## src/rtl/estagio_operandos_if.sv

```systemverilog
// Operand-stage bus: instruction offer, ULA operands/result, debug read port.
interface estagio_operandos_if;
    logic       InstrValida;
    logic       InstrPronta;
    logic [3:0] InstrULAOp;
    logic [2:0] InstrRs;
    logic [2:0] InstrRt;
    logic [2:0] InstrRd;
    logic       InstrUsaImediato;
    logic [7:0] InstrImediato;
    logic [7:0] Entrada1;
    logic [7:0] Entrada2;
    logic [3:0] ULAOp;
    logic [7:0] Resultado;
    logic       Zero;
    logic       FlagZero;
    logic       Concluido;
    logic [2:0] LeituraEnd;
    logic [7:0] LeituraDado;

    modport master (
        output InstrValida, InstrULAOp, InstrRs, InstrRt, InstrRd,
        output InstrUsaImediato, InstrImediato, Resultado, Zero, LeituraEnd,
        input  InstrPronta, Entrada1, Entrada2, ULAOp, FlagZero,
        input  Concluido, LeituraDado
    );

    modport slave (
        input  InstrValida, InstrULAOp, InstrRs, InstrRt, InstrRd,
        input  InstrUsaImediato, InstrImediato, Resultado, Zero, LeituraEnd,
        output InstrPronta, Entrada1, Entrada2, ULAOp, FlagZero,
        output Concluido, LeituraDado
    );
endinterface

```

## src/rtl/estagio_operandos.sv

```systemverilog
// Operand fetch/execute/writeback stage: 8x8 register file feeding an external ULA,
// one instruction per four cycles.
module estagio_operandos (
    input logic                clock,
    input logic                reset,
    estagio_operandos_if.slave bus
);
    typedef enum logic [1:0] {
        OCIOSO,
        LEITURA,
        EXECUTA,
        ESCRITA
    } estado_t;

    estado_t    r_estado;
    estado_t    w_prox;

    logic [7:0] r_banco [8];
    logic [3:0] r_op;
    logic [2:0] r_rs;
    logic [2:0] r_rt;
    logic [2:0] r_rd;
    logic       r_usa_imm;
    logic [7:0] r_imm;
    logic [7:0] r_ent1;
    logic [7:0] r_ent2;
    logic [3:0] r_ulaop;
    logic [7:0] r_res;
    logic       r_zero;
    logic       r_flag;

    always_ff @(posedge clock or posedge reset) begin
        if (reset) begin
            r_estado  <= OCIOSO;
            for (int i = 0; i < 8; i++) r_banco[i] <= 8'h00;
            r_op      <= 4'h0;
            r_rs      <= 3'd0;
            r_rt      <= 3'd0;
            r_rd      <= 3'd0;
            r_usa_imm <= 1'b0;
            r_imm     <= 8'h00;
            r_ent1    <= 8'h00;
            r_ent2    <= 8'h00;
            r_ulaop   <= 4'h0;
            r_res     <= 8'h00;
            r_zero    <= 1'b0;
            r_flag    <= 1'b0;
        end else begin
            r_estado <= w_prox;
            unique case (r_estado)
                OCIOSO: begin
                    if (bus.InstrValida) begin
                        r_op      <= bus.InstrULAOp;
                        r_rs      <= bus.InstrRs;
                        r_rt      <= bus.InstrRt;
                        r_rd      <= bus.InstrRd;
                        r_usa_imm <= bus.InstrUsaImediato;
                        r_imm     <= bus.InstrImediato;
                    end
                end
                LEITURA: begin
                    r_ent1  <= r_banco[r_rs];
                    r_ent2  <= r_usa_imm ? r_imm : r_banco[r_rt];
                    r_ulaop <= r_op;
                end
                EXECUTA: begin
                    r_res  <= bus.Resultado;
                    r_zero <= bus.Zero;
                end
                ESCRITA: begin
                    // Register 0 is hardwired: it is never written, so it stays 0x00.
                    if (r_rd != 3'd0) r_banco[r_rd] <= r_res;
                    r_flag <= r_zero;
                end
            endcase
        end
    end

    always_comb begin
        w_prox = r_estado;
        unique case (r_estado)
            OCIOSO:  if (bus.InstrValida) w_prox = LEITURA;
            LEITURA: w_prox = EXECUTA;
            EXECUTA: w_prox = ESCRITA;
            ESCRITA: w_prox = OCIOSO;
        endcase
    end

    assign bus.InstrPronta = (r_estado == OCIOSO);
    assign bus.Concluido   = (r_estado == ESCRITA);
    assign bus.Entrada1    = r_ent1;
    assign bus.Entrada2    = r_ent2;
    assign bus.ULAOp       = r_ulaop;
    assign bus.FlagZero    = r_flag;
    assign bus.LeituraDado = r_banco[bus.LeituraEnd];
endmodule

```

## src/flat_wrapper.sv

```systemverilog
// flat-port wrapper written by rule: the top's interface ports become plain ports
module estagio_operandos_flat 
  (clock, reset, bus_InstrValida, bus_InstrULAOp, bus_InstrRs, bus_InstrRt, bus_InstrRd, bus_InstrUsaImediato, bus_InstrImediato, bus_Resultado, bus_Zero, bus_LeituraEnd, bus_InstrPronta, bus_Entrada1, bus_Entrada2, bus_ULAOp, bus_FlagZero, bus_Concluido, bus_LeituraDado);
  estagio_operandos_if bus_i ();
  input logic clock;
  input logic reset;
  input wire logic [$bits(bus_i.InstrValida)-1:0] bus_InstrValida;
  input wire logic [$bits(bus_i.InstrULAOp)-1:0] bus_InstrULAOp;
  input wire logic [$bits(bus_i.InstrRs)-1:0] bus_InstrRs;
  input wire logic [$bits(bus_i.InstrRt)-1:0] bus_InstrRt;
  input wire logic [$bits(bus_i.InstrRd)-1:0] bus_InstrRd;
  input wire logic [$bits(bus_i.InstrUsaImediato)-1:0] bus_InstrUsaImediato;
  input wire logic [$bits(bus_i.InstrImediato)-1:0] bus_InstrImediato;
  input wire logic [$bits(bus_i.Resultado)-1:0] bus_Resultado;
  input wire logic [$bits(bus_i.Zero)-1:0] bus_Zero;
  input wire logic [$bits(bus_i.LeituraEnd)-1:0] bus_LeituraEnd;
  output wire logic [$bits(bus_i.InstrPronta)-1:0] bus_InstrPronta;
  output wire logic [$bits(bus_i.Entrada1)-1:0] bus_Entrada1;
  output wire logic [$bits(bus_i.Entrada2)-1:0] bus_Entrada2;
  output wire logic [$bits(bus_i.ULAOp)-1:0] bus_ULAOp;
  output wire logic [$bits(bus_i.FlagZero)-1:0] bus_FlagZero;
  output wire logic [$bits(bus_i.Concluido)-1:0] bus_Concluido;
  output wire logic [$bits(bus_i.LeituraDado)-1:0] bus_LeituraDado;
  assign bus_i.InstrValida = bus_InstrValida;
  assign bus_i.InstrULAOp = bus_InstrULAOp;
  assign bus_i.InstrRs = bus_InstrRs;
  assign bus_i.InstrRt = bus_InstrRt;
  assign bus_i.InstrRd = bus_InstrRd;
  assign bus_i.InstrUsaImediato = bus_InstrUsaImediato;
  assign bus_i.InstrImediato = bus_InstrImediato;
  assign bus_i.Resultado = bus_Resultado;
  assign bus_i.Zero = bus_Zero;
  assign bus_i.LeituraEnd = bus_LeituraEnd;
  assign bus_InstrPronta = bus_i.InstrPronta;
  assign bus_Entrada1 = bus_i.Entrada1;
  assign bus_Entrada2 = bus_i.Entrada2;
  assign bus_ULAOp = bus_i.ULAOp;
  assign bus_FlagZero = bus_i.FlagZero;
  assign bus_Concluido = bus_i.Concluido;
  assign bus_LeituraDado = bus_i.LeituraDado;
  estagio_operandos u_core (.clock(clock), .reset(reset), .bus(bus_i));
endmodule
```

## config.mk

```make
export PLATFORM = sky130hd
export DESIGN_NAME = estagio_operandos_flat
export DESIGN_NICKNAME = d
export VERILOG_FILES = /design/src/rtl/estagio_operandos_if.sv /design/src/rtl/estagio_operandos.sv /design/src/flat_wrapper.sv
export SDC_FILE = /design/constraint.sdc
export NUM_CORES = 1
export LEC_CHECK = 0
export CORE_MARGIN = 3
export CORE_UTILIZATION = 40
export DETAILED_ROUTE_END_ITERATION = 12
export HOLD_SLACK_MARGIN = 0.08
export PLACE_DENSITY_LB_ADDON = 0.12
export SLEW_MARGIN = 0
export SYNTH_ARGS = -nofsm -noshare
export SYNTH_HDL_FRONTEND = slang
export SYNTH_SLANG_ARGS = --single-unit
```

## constraint.sdc

```tcl
create_clock -name clock -period 5.72 [get_ports clock]
set_input_delay 1.43 -clock clock [delete_from_list [all_inputs] [get_ports clock]]
set_output_delay 1.43 -clock clock [all_outputs]
set_load 0.01 [all_outputs]
```

# Word-level counts from Yosys, hierarchy flattened
# Cells that the tools add are included.
dict set report classes {
  reduce_logical 5
  muxes 15
  bitwise 4
  n_lt_le_gt_ge 5
  n_eq_ne 4
}
# cell count
set op_table {}
lappend op_table {{$bmux 8 s3} 3}
lappend op_table {{$bwmux 64} 1}
lappend op_table {{$mux 8} 8}
lappend op_table {{$demux 8 s3} 1}
lappend op_table {{$ge 4x4->1 const B} 4}
lappend op_table {{$not 3->4} 4}
lappend op_table {{$pmux 2 s4} 1}
lappend op_table {{$eq 2x2->1 const B} 2}
lappend op_table {{$lt 4x1->1 const B} 1}
lappend op_table {{$reduce_and 2->1} 2}
lappend op_table {{$reduce_bool 3->1} 1}
lappend op_table {{$eq 2x1->1 const B} 1}
lappend op_table {{$logic_not 2->1} 1}
lappend op_table {{$mux 2} 1}
lappend op_table {{$ne 2x2->1 const B} 1}
lappend op_table {{$logic_and 1x1->1} 1}
dict set report totals {
  output_inout_bits 31
  register_bits 118
  in_bits 37
}

# Logic depth before layout (Yosys ltp)
# Gate-level depths: netlist of the first run.
dict set report logic_depth {
  depth_word 6
  depth_mapped 7
  ltp_nobuf 5
}

# Worst setup path before layout of the first run
# OpenSTA, ideal clock, no wires.
dict set report synth_timing {
  kind {input to output}
  from {in bus_LeituraEnd[0]}
  to {out bus_LeituraDado[0]}
  path_buffers 2
  cell_stages 4
  t_arrival_ps 2493
  required_ps 4290
  slack_ps 1797
  path_cell_list {buf_6 -> buf_12 -> mux4_1 -> mux2_2}
}
dict set report synth_via {
  elab_chain_cells 4
}
# item line
set synth_lines {}
lappend synth_lines {{from (decl)} flat_wrapper.sv:16} ;# input wire logic [$bits(bus_i.LeituraEnd)-1:0] bus_LeituraEnd;
lappend synth_lines {{$not 3->4 (implied by the code)} estagio_operandos.sv:95} ;# assign bus.LeituraDado = r_banco[bus.LeituraEnd];
lappend synth_lines {{$bmux 8 s3} estagio_operandos.sv:95}
lappend synth_lines {{$mux 8 (implied by the code) (2 in a row)} estagio_operandos.sv:95}
lappend synth_lines {{to (decl)} flat_wrapper.sv:23} ;# output wire logic [$bits(bus_i.LeituraDado)-1:0] bus_LeituraDado;
# Every way passes these cells. The select of a mux whose other input is x is not followed.

# Worst setup path after layout of the first run
dict set report layout_timing {
  from {in bus_LeituraEnd[0]}
  to {out bus_LeituraDado[5]}
}
# The elaborated chain is that of the path after synthesis.

==> flow_summary_export.csv, run 1 <==
group,metric,value,unit
sta,rsz0062_at_grt,"false",
clock_network,clock_sinks,118,
setup_path,crit_start,"bus_LeituraEnd[0]",
route,drt-initial-drc-count,322,
setup_path,rrSetupSlack,3.40,ns
finish,post-route-util,50.57,%
synth,ys_warn_count,0,
outcome,status,"finished clean",
clock_network,clk_pin_slew,0.05,ns
global_routing,grt_overflow,0,
power,p_seq_share,36.1,%
setup_path,critPathMaxFanout,16,
power,p_int,2.911,mW
sta,final_max_slew_viol_count,0,
clock_network,cts_buffer_depth,2,
floorplan,num_rows,44,
route,ant_nets,0,
power,power_switching,1.613,mW
sta,worst_pin_slew,1.060,ns
sta,period_needed,5.017,ns
power,ir_drop,0.0002534,V
sta,hold_violations,0,
synth,synth_edf_count,0,
floorplan,die_y,129.2,µm
power,power_frac_comb,40.5,%
setup_path,r2r_end,"u_core.bus.Entrada2[6]",
sta,layout_setup_ws,0.7026,ns
route,avgViaCountPerCell,5.698,
place,place.gp.congestion,0.8520,
power,powerDensity,608.6,nW/µm²
finish,nFillCells,1267,
route,wl,15.33,mm
clock_network,numCtsBuffers,17,
synth,synth_cell_types,30,
route,firstDrtPassIters,6,
synth,synthCells,458,
clock_network,cts_tree,"built",
clock_network,cts_setup_buffers,0,
power,clkPwrFrac,23.4,%
setup_path,worst_setup_path_end_kind,"output pin",
global_routing,grt_pass1_wl,23.63,mm
synth,syn_nets,500,
route,drcViolationCount,0,
global_routing,antenna_found_initial,0,
setup_path,endpoint,"bus_LeituraDado[5]",
setup_path,crit_required,4.29,ns
synth,ys_ff_latch,118,
finish,multi_input_area,2880,µm²
finish,finalNetCount,554,
setup_path,start_kind,"input pin",
clock_network,cts-root-buf,"clkbuf_16",
job,maxCapViolCount,0,
clock_network,cts-hold-fix-buffers,0,
setup_path,critical_path_class,"input pin to output pin",
finish,regArea,2953,µm²
synth,ys_seq_area_share,48.64,%
setup_path,crit_arrival,3.59,ns
sta,finalSetupViolCount,0,
sta,max-slew-margin-rel,29.19,%
synth,synthArstFlopShare,100.0,%
floorplan,die-area,16690,µm²
clock_network,clkLatencyLatePin,0.42,ns
setup_path,r2r_start,"u_core.r_rt[0]",
worst_hold_path,hold_path_class,"register to register",
place,hpwl,9.872,mm
power,switching_share,35.64,%
synth,syn-cell-area,6071,µm²
setup_path,crit_chain,"clkdlybuf4s50_1 > buf_4 > mux4_1 > mux2_2 > clkdlybuf4s50_1",
clock_network,cts_resized,0,
setup_path,cp_common_cell,"clkdlybuf4s50_1",
floorplan,initial_utilization,41.30,%
finish,n_antenna_cell,0,
route,post_drt_wl_per_cell,21.65,µm
setup_path,max_stage_delay,0.60,ns
sta,fin_crit_sh,87.72,%
synth,syn_area_per_cell,13.26,µm²
synth,synth_ff_type,"dfrtp_1",
route,vias,4034,
floorplan,coreArea,14700,µm²
finish,synthToLayoutAreaGrowth,22.44,%
place,pre_cts_ws,0.7242,ns
floorplan,die_x,129.2,µm
sta,max_freq,199.3,MHz
floorplan,io_pins,68,
global_routing,grt_max_degree,66,
setup_path,reg2reg_depth,4,
global_routing,grt_pass1_vias,4150,
clock_network,htree_num_levels,4,
setup_path,crit_path_top_delay_cell,"mux4_1",
global_routing,grtUsageTotal,19.16,%
sta,setup-tns-final,0,ns
sta,finalClockSkew,0.008740,ns
finish,layout-drive-gt1-share,29.58,%
power,power.leakage,3.258,nW
place,io_buffers,67,
stage by stage:
| step | total power, mW | cells | hold slack, ns | area [µm²] |
|---|---|---|---|---|
| final | 4.524 | 708 | 0.4229 | 7433 |
| after floorplan | 2.810 | 458 | 0.4597 | 6071 |
| after CTS | 4.556 | 708 | 0.4214 | 7433 |
| after detailed placement | 3.472 | 677 | 0.4091 | 6845 |
| after global routing | 4.810 | 708 | 0.4401 | 7433 |
| after global placement | 3.412 | 677 | 0.4027 | 6845 |
per-layer routing:
layer	wire length (µm)	track usage, %	up-vias
li1	-	-	1824
met1	6818	25.80	2083
met2	7631	31.01	109
met3	693	3.957	18
met4	184	6.547	0
met5	0	0	-
state kept, by name, indices dropped and copies added (netlist names):
name and count:
u_core.r_zero 1, u_core.bus.Entrada1 8, u_core.r_estado 2, u_core.r_usa_imm 1, u_core.r_res 8, u_core.r_rd 3, u_core.r_rs 3, u_core.bus.FlagZero 1
u_core.bus.Entrada2 8, u_core.r_op 4, u_core.r_rt 3, u_core.r_banco 64, u_core.bus.ULAOp 4, u_core.r_imm 8
worst max-delay path: cells and delay by family:
kind                   cells  cell delay (ns)
buffers and inverters      3             1.24
muxes                      2             0.90
how the worst min path moves through the flow:
stage,start,end,slack (ns),cells after the start
final,u_core.r_banco[58],u_core.r_banco[58],0.42,0
after global routing,u_core.r_banco[60],u_core.r_banco[60],0.44,0
after CTS,u_core.r_banco[58],u_core.r_banco[58],0.42,0
after detailed placement,u_core.r_banco[58],u_core.r_banco[58],0.41,0
after global placement,u_core.r_banco[63],u_core.r_banco[63],0.40,0
after floorplan,u_core.r_banco[59],u_core.r_banco[59],0.46,1
power groups by stage:
stage                     clock [mW]  sequential (mW)  combinational [mW]
after floorplan                    0             1.49                1.32
after global routing            1.12             1.70                1.99
after detailed placement           0             1.64                1.83
final                           1.06             1.63                1.83
after CTS                       1.08             1.63                1.84
after global placement             0             1.62                1.79
cell families after synthesis:
group | share of synthesized area, %
AO/OA/AOI/OAI | 6.059
adder cells (fa/ha/maj) | 1.031
buffers and inverters | 3.916
flip-flops | 48.64
multiplexers | 36.40
AND/OR/NAND/NOR | 3.957
cells in the mapped netlist (2+ instances only):
cell type / instances / area (µm²)
buf_1: 9 / 33.78
a222oi_1: 3 / 30.03
and2_1: 2 / 12.51
mux2i_1: 52 / 520.5
nand2_1: 18 / 67.56
nand4b_1: 3 / 26.28
a22oi_1: 26 / 195.2
clkbuf_1: 17 / 63.81
mux4_1: 15 / 394.1
buf_2: 12 / 60.06
nand3_1: 8 / 40.04
mux2_2: 113 / 1272
a21oi_1: 7 / 35.03
nor4bb_1: 2 / 20.02
ha_1: 5 / 62.56
o22ai_1: 2 / 12.51
dfrtp_1: 118 / 2953
nor2_1: 2 / 7.510
inv_1: 11 / 41.29
nor2b_1: 5 / 31.28
o21ai_0: 19 / 95.09
area by class of cell:
cell class	instances	area share, %
tap	184	3.097
inverter	11	0.5891
sequential	118	39.72
multi-input combinational	288	38.75
clock buffer	18	5.773
timing repair buffer	76	9.931
clock inverter	13	2.138
layout by cell type, fill, tap and decap left out, drive strengths merged:
cell type,n
mux2i,52
clkinvlp,3
clkdlybuf4s50,67
o22ai,2
nor3,2
nand3,8
ha,5
nor2,2
nand3b,1
nand2b,1
mux2,113
o21ai,19
nand2,18
inv,11
nand4b,3
nor4bb,2
dfrtp,118
a22oi,26
nand4,1
bufinv,3
a222oi,3
and2,2
buf,9
nor2b,5
a21oi,7
mux4,16
clkinv,7
clkbuf,18
Power figures use the tool's default switching activity.
==> inputs of run 2 (changes only) <==
--- a/config.mk
+++ b/config.mk
@@ -7,4 +7,5 @@
 export LEC_CHECK = 0
+export ABC_AREA = 1
 export CORE_MARGIN = 3
-export CORE_UTILIZATION = 40
+export CORE_UTILIZATION = 30
 export DETAILED_ROUTE_END_ITERATION = 12
==> constraint.sdc (replaced) <==
create_clock -name clock -period 5.72 [get_ports clock]
set_input_delay 1.144 -clock clock [delete_from_list [all_inputs] [get_ports clock]]
set_output_delay 1.144 -clock clock [all_outputs]
set_load 0.01 [all_outputs]
==> run 2 against run 1 <==
Net effect:
- power shrank 1.5%
- combinational power grew 4%
- global-route usage shrank 2.0 points
- largest power group unchanged
- critical path type unchanged
==> flow_summary_export.csv, run 2 <==
group,metric,value,unit
setup_path,worst_setup_path_end_kind,"output pin",
place,placed_area,7003,µm²
route,post_drt_wl_per_cell,16.63,µm
route,avgViaCountPerCell,4.838,
floorplan,die-area,22600,µm²
synth,synth_cell_types,27,
finish,max_flop_register,"u_core.r_banco",
power,power.leakage,3.417,nW
power,ir_drop,0.0001880,V
finish,layout-drive-gt1-share,8.696,%
synth,synth_ff_type,"dfrtp_1",
clock_network,cts-root-buf,"clkbuf_16",
setup_path,endpoint,"bus_LeituraDado[5]",
route,ant_nets,0,
route,wl,18.65,mm
clock_network,cts-hold-fix-buffers,0,
synth,synthCells,798,
finish,synthToLayoutAreaGrowth,21.33,%
floorplan,coreArea,20360,µm²
clock_network,htree_num_levels,4,
setup_path,crit_required,4.58,ns
global_routing,grt_pass1_vias,5102,
route,firstDrtPassIters,5,
global_routing,grtUsageTotal,17.21,%
floorplan,num_rows,52,
place,place.gp.congestion,0.8333,
setup_path,rrSetupSlack,3.77,ns
finish,finalNetCount,880,
synth,syn_nets,840,
synth,synth_common_cells,"nand2_1 (198), dfrtp_1 (118), o21ai_0 (82)",
synth,synth_top_area_share,47.26,%
floorplan,io_pins,68,
synth,ys_warn_count,0,
synth,synth_edf_count,0,
worst_hold_path,hold_path_class,"register to register",
clock_network,clkLatencyLatePin,0.41,ns
clock_network,clk_pin_slew,0.05,ns
finish,layout_commonest_cell,"nand2_1",
sta,max-slew-margin-rel,34.53,%
synth,synthTopCellsByArea,"dfrtp_1 (47%), nand2_1 (12%), o21ai_0 (6.6%), nand3_1 (6.4%), a21oi_1 (5.0%)",
route,drcViolationCount,0,
sta,final_max_slew_viol_count,0,
setup_path,r2r_end,"u_core.bus.Entrada2[1]",
sta,worst_pin_slew,0.9821,ns
setup_path,reg2reg_depth,7,
clock_network,cts_buffer_depth,2,
power,powerDensity,587.7,nW/µm²
synth,syn-cell-area,6248,µm²
sta,max_freq,222.3,MHz
outcome,status,"finished clean",
sta,finalClockSkew,0.007941,ns
synth,synth_most_common_cell,"nand2_1",
sta,setup-tns-final,0,ns
route,drt-initial-drc-count,412,
sta,period_needed,4.498,ns
finish,largest_reg_flops,64,
sta,hold_violations,0,
sta,fin_crit_sh,78.63,%
global_routing,grt_pass1_wl,29.70,mm
clock_network,clock_sinks,118,
floorplan,die_x,150.3,µm
clock_network,cts_tree,"built",
finish,layout_common_cells,"nand2_1 (198), dfrtp_1 (118), o21ai_0 (82), nand3_1 (80), clkdlybuf4s50_1 (67)",
setup_path,start_kind,"input pin",
finish,n_antenna_cell,0,
finish,nFillCells,2148,
global_routing,grt_max_degree,75,
worst_hold_path,min_path_cells,0,
synth,synthArstFlopShare,100.0,%
synth,ys_ff_latch,118,
setup_path,critPathMaxFanout,39,
place,io_buffers,67,
clock_network,numCtsBuffers,17,
global_routing,antenna_found_initial,0,
clock_network,cts_setup_buffers,0,
floorplan,initial_utilization,30.68,%
synth,ys_seq_area_share,47.26,%
synth,yosys.area.top_type,"dfrtp_1",
sta,rsz0062_at_grt,"false",
place,hpwl,12.65,mm
setup_path,r2r_start,"u_core.r_rt[0]",
route,vias,5423,
clock_network,cts_resized,0,
floorplan,die_y,150.3,µm
finish,fin_area,7581,µm²
job,maxCapViolCount,0,
sta,finalSetupViolCount,0,
setup_path,crit_start,"bus_LeituraEnd[0]",
setup_path,crit_arrival,3.35,ns
synth,syn_area_per_cell,7.830,µm²
global_routing,grt_overflow,0,
setup_path,critical_path_class,"input pin to output pin",
## run 2: worst min path at each step
stage	from	endpoint	slack [ns]
floorplan	u_core.r_op[0]	u_core.bus.ULAOp[0]	0.44
global placement	u_core.r_banco[62]	u_core.r_banco[62]	0.41
detailed placement	u_core.r_banco[62]	u_core.r_banco[62]	0.41
CTS	u_core.r_banco[62]	u_core.r_banco[62]	0.43
global route	u_core.r_banco[56]	u_core.r_banco[56]	0.44
finish	u_core.r_banco[56]	u_core.r_banco[56]	0.43
## run 2: critical path, cell delays in order
cell,delay (ns)
clkdlybuf4s50_1,0.45
buf_4,0.34
inv_2,0.26
a21oi_1,0.19
o21ai_0,0.09
nand3_1,0.08
o21a_1,0.20
clkdlybuf4s50_1,0.56
## run 2: layout make-up
| class | count | area [µm²] | share of cell area (%) |
|---|---|---|---|
| tap | 270 | 337.8 | 4.456 |
| multi-input combinational | 549 | 2683 | 35.39 |
| clock inverter | 9 | 100.1 | 1.320 |
| inverter | 75 | 284.0 | 3.746 |
| timing repair buffer | 77 | 745.7 | 9.837 |
| sequential | 118 | 2953 | 38.95 |
| clock buffer | 23 | 478.0 | 6.305 |
## run 2: through the flow
| stage | hold WS [ns] | setup slack [ns] | std cells | utilization (%) | total power, mW |
|---|---|---|---|---|---|
| 6_report | 0.4304 | 1.222 | 1121 | 37.23 | 4.455 |
| 5_1_grt | 0.4358 | 1.061 | 1121 | 37.23 | 4.835 |
| 4_1_cts | 0.4266 | 1.233 | 1121 | 37.23 | 4.491 |
| 3_5_place_dp | 0.4108 | 1.244 | 1089 | 34.39 | 3.420 |
| 3_3_place_gp | 0.4105 | 1.242 | 1089 | 34.39 | 3.416 |
| 2_1_floorplan | 0.4435 | 1.447 | 798 | - | 2.758 |
## run 2: routing by layer
| layer | up-vias | GRT usage (%) | wire, µm |
|---|---|---|---|
| met5 | - | 0 | 0 |
| met2 | 155 | 25.34 | 8062 |
| met3 | 10 | 3.492 | 991 |
| met4 | 0 | 4.666 | 176 |
| li1 | 2705 | - | - |
| met1 | 2553 | 25.64 | 9414 |
## run 2: logic make-up (layout without fill, tap and decap cells)
family / count (synthesis) / in the layout / share of synthesized area (%)
flip-flops: 118 / 118 / 47.26
multiplexers: 13 / 13 / 2.343
buffers and inverters: 131 / 184 / 9.812
AND/OR/NAND/NOR: 325 / 325 / 22.13
AO/OA/AOI/OAI: 206 / 206 / 17.46
adder cells (fa/ha/maj): 5 / 5 / 1.001
## run 2: power by group
group | internal (mW) | switching, mW | leakage, nW
Sequential | 1.20 | 0.292 | 1.48
Combinational | 0.713 | 1.20 | 1.65
Clock | 0.671 | 0.378 | 0.283
Total | 2.59 | 1.87 | 3.42
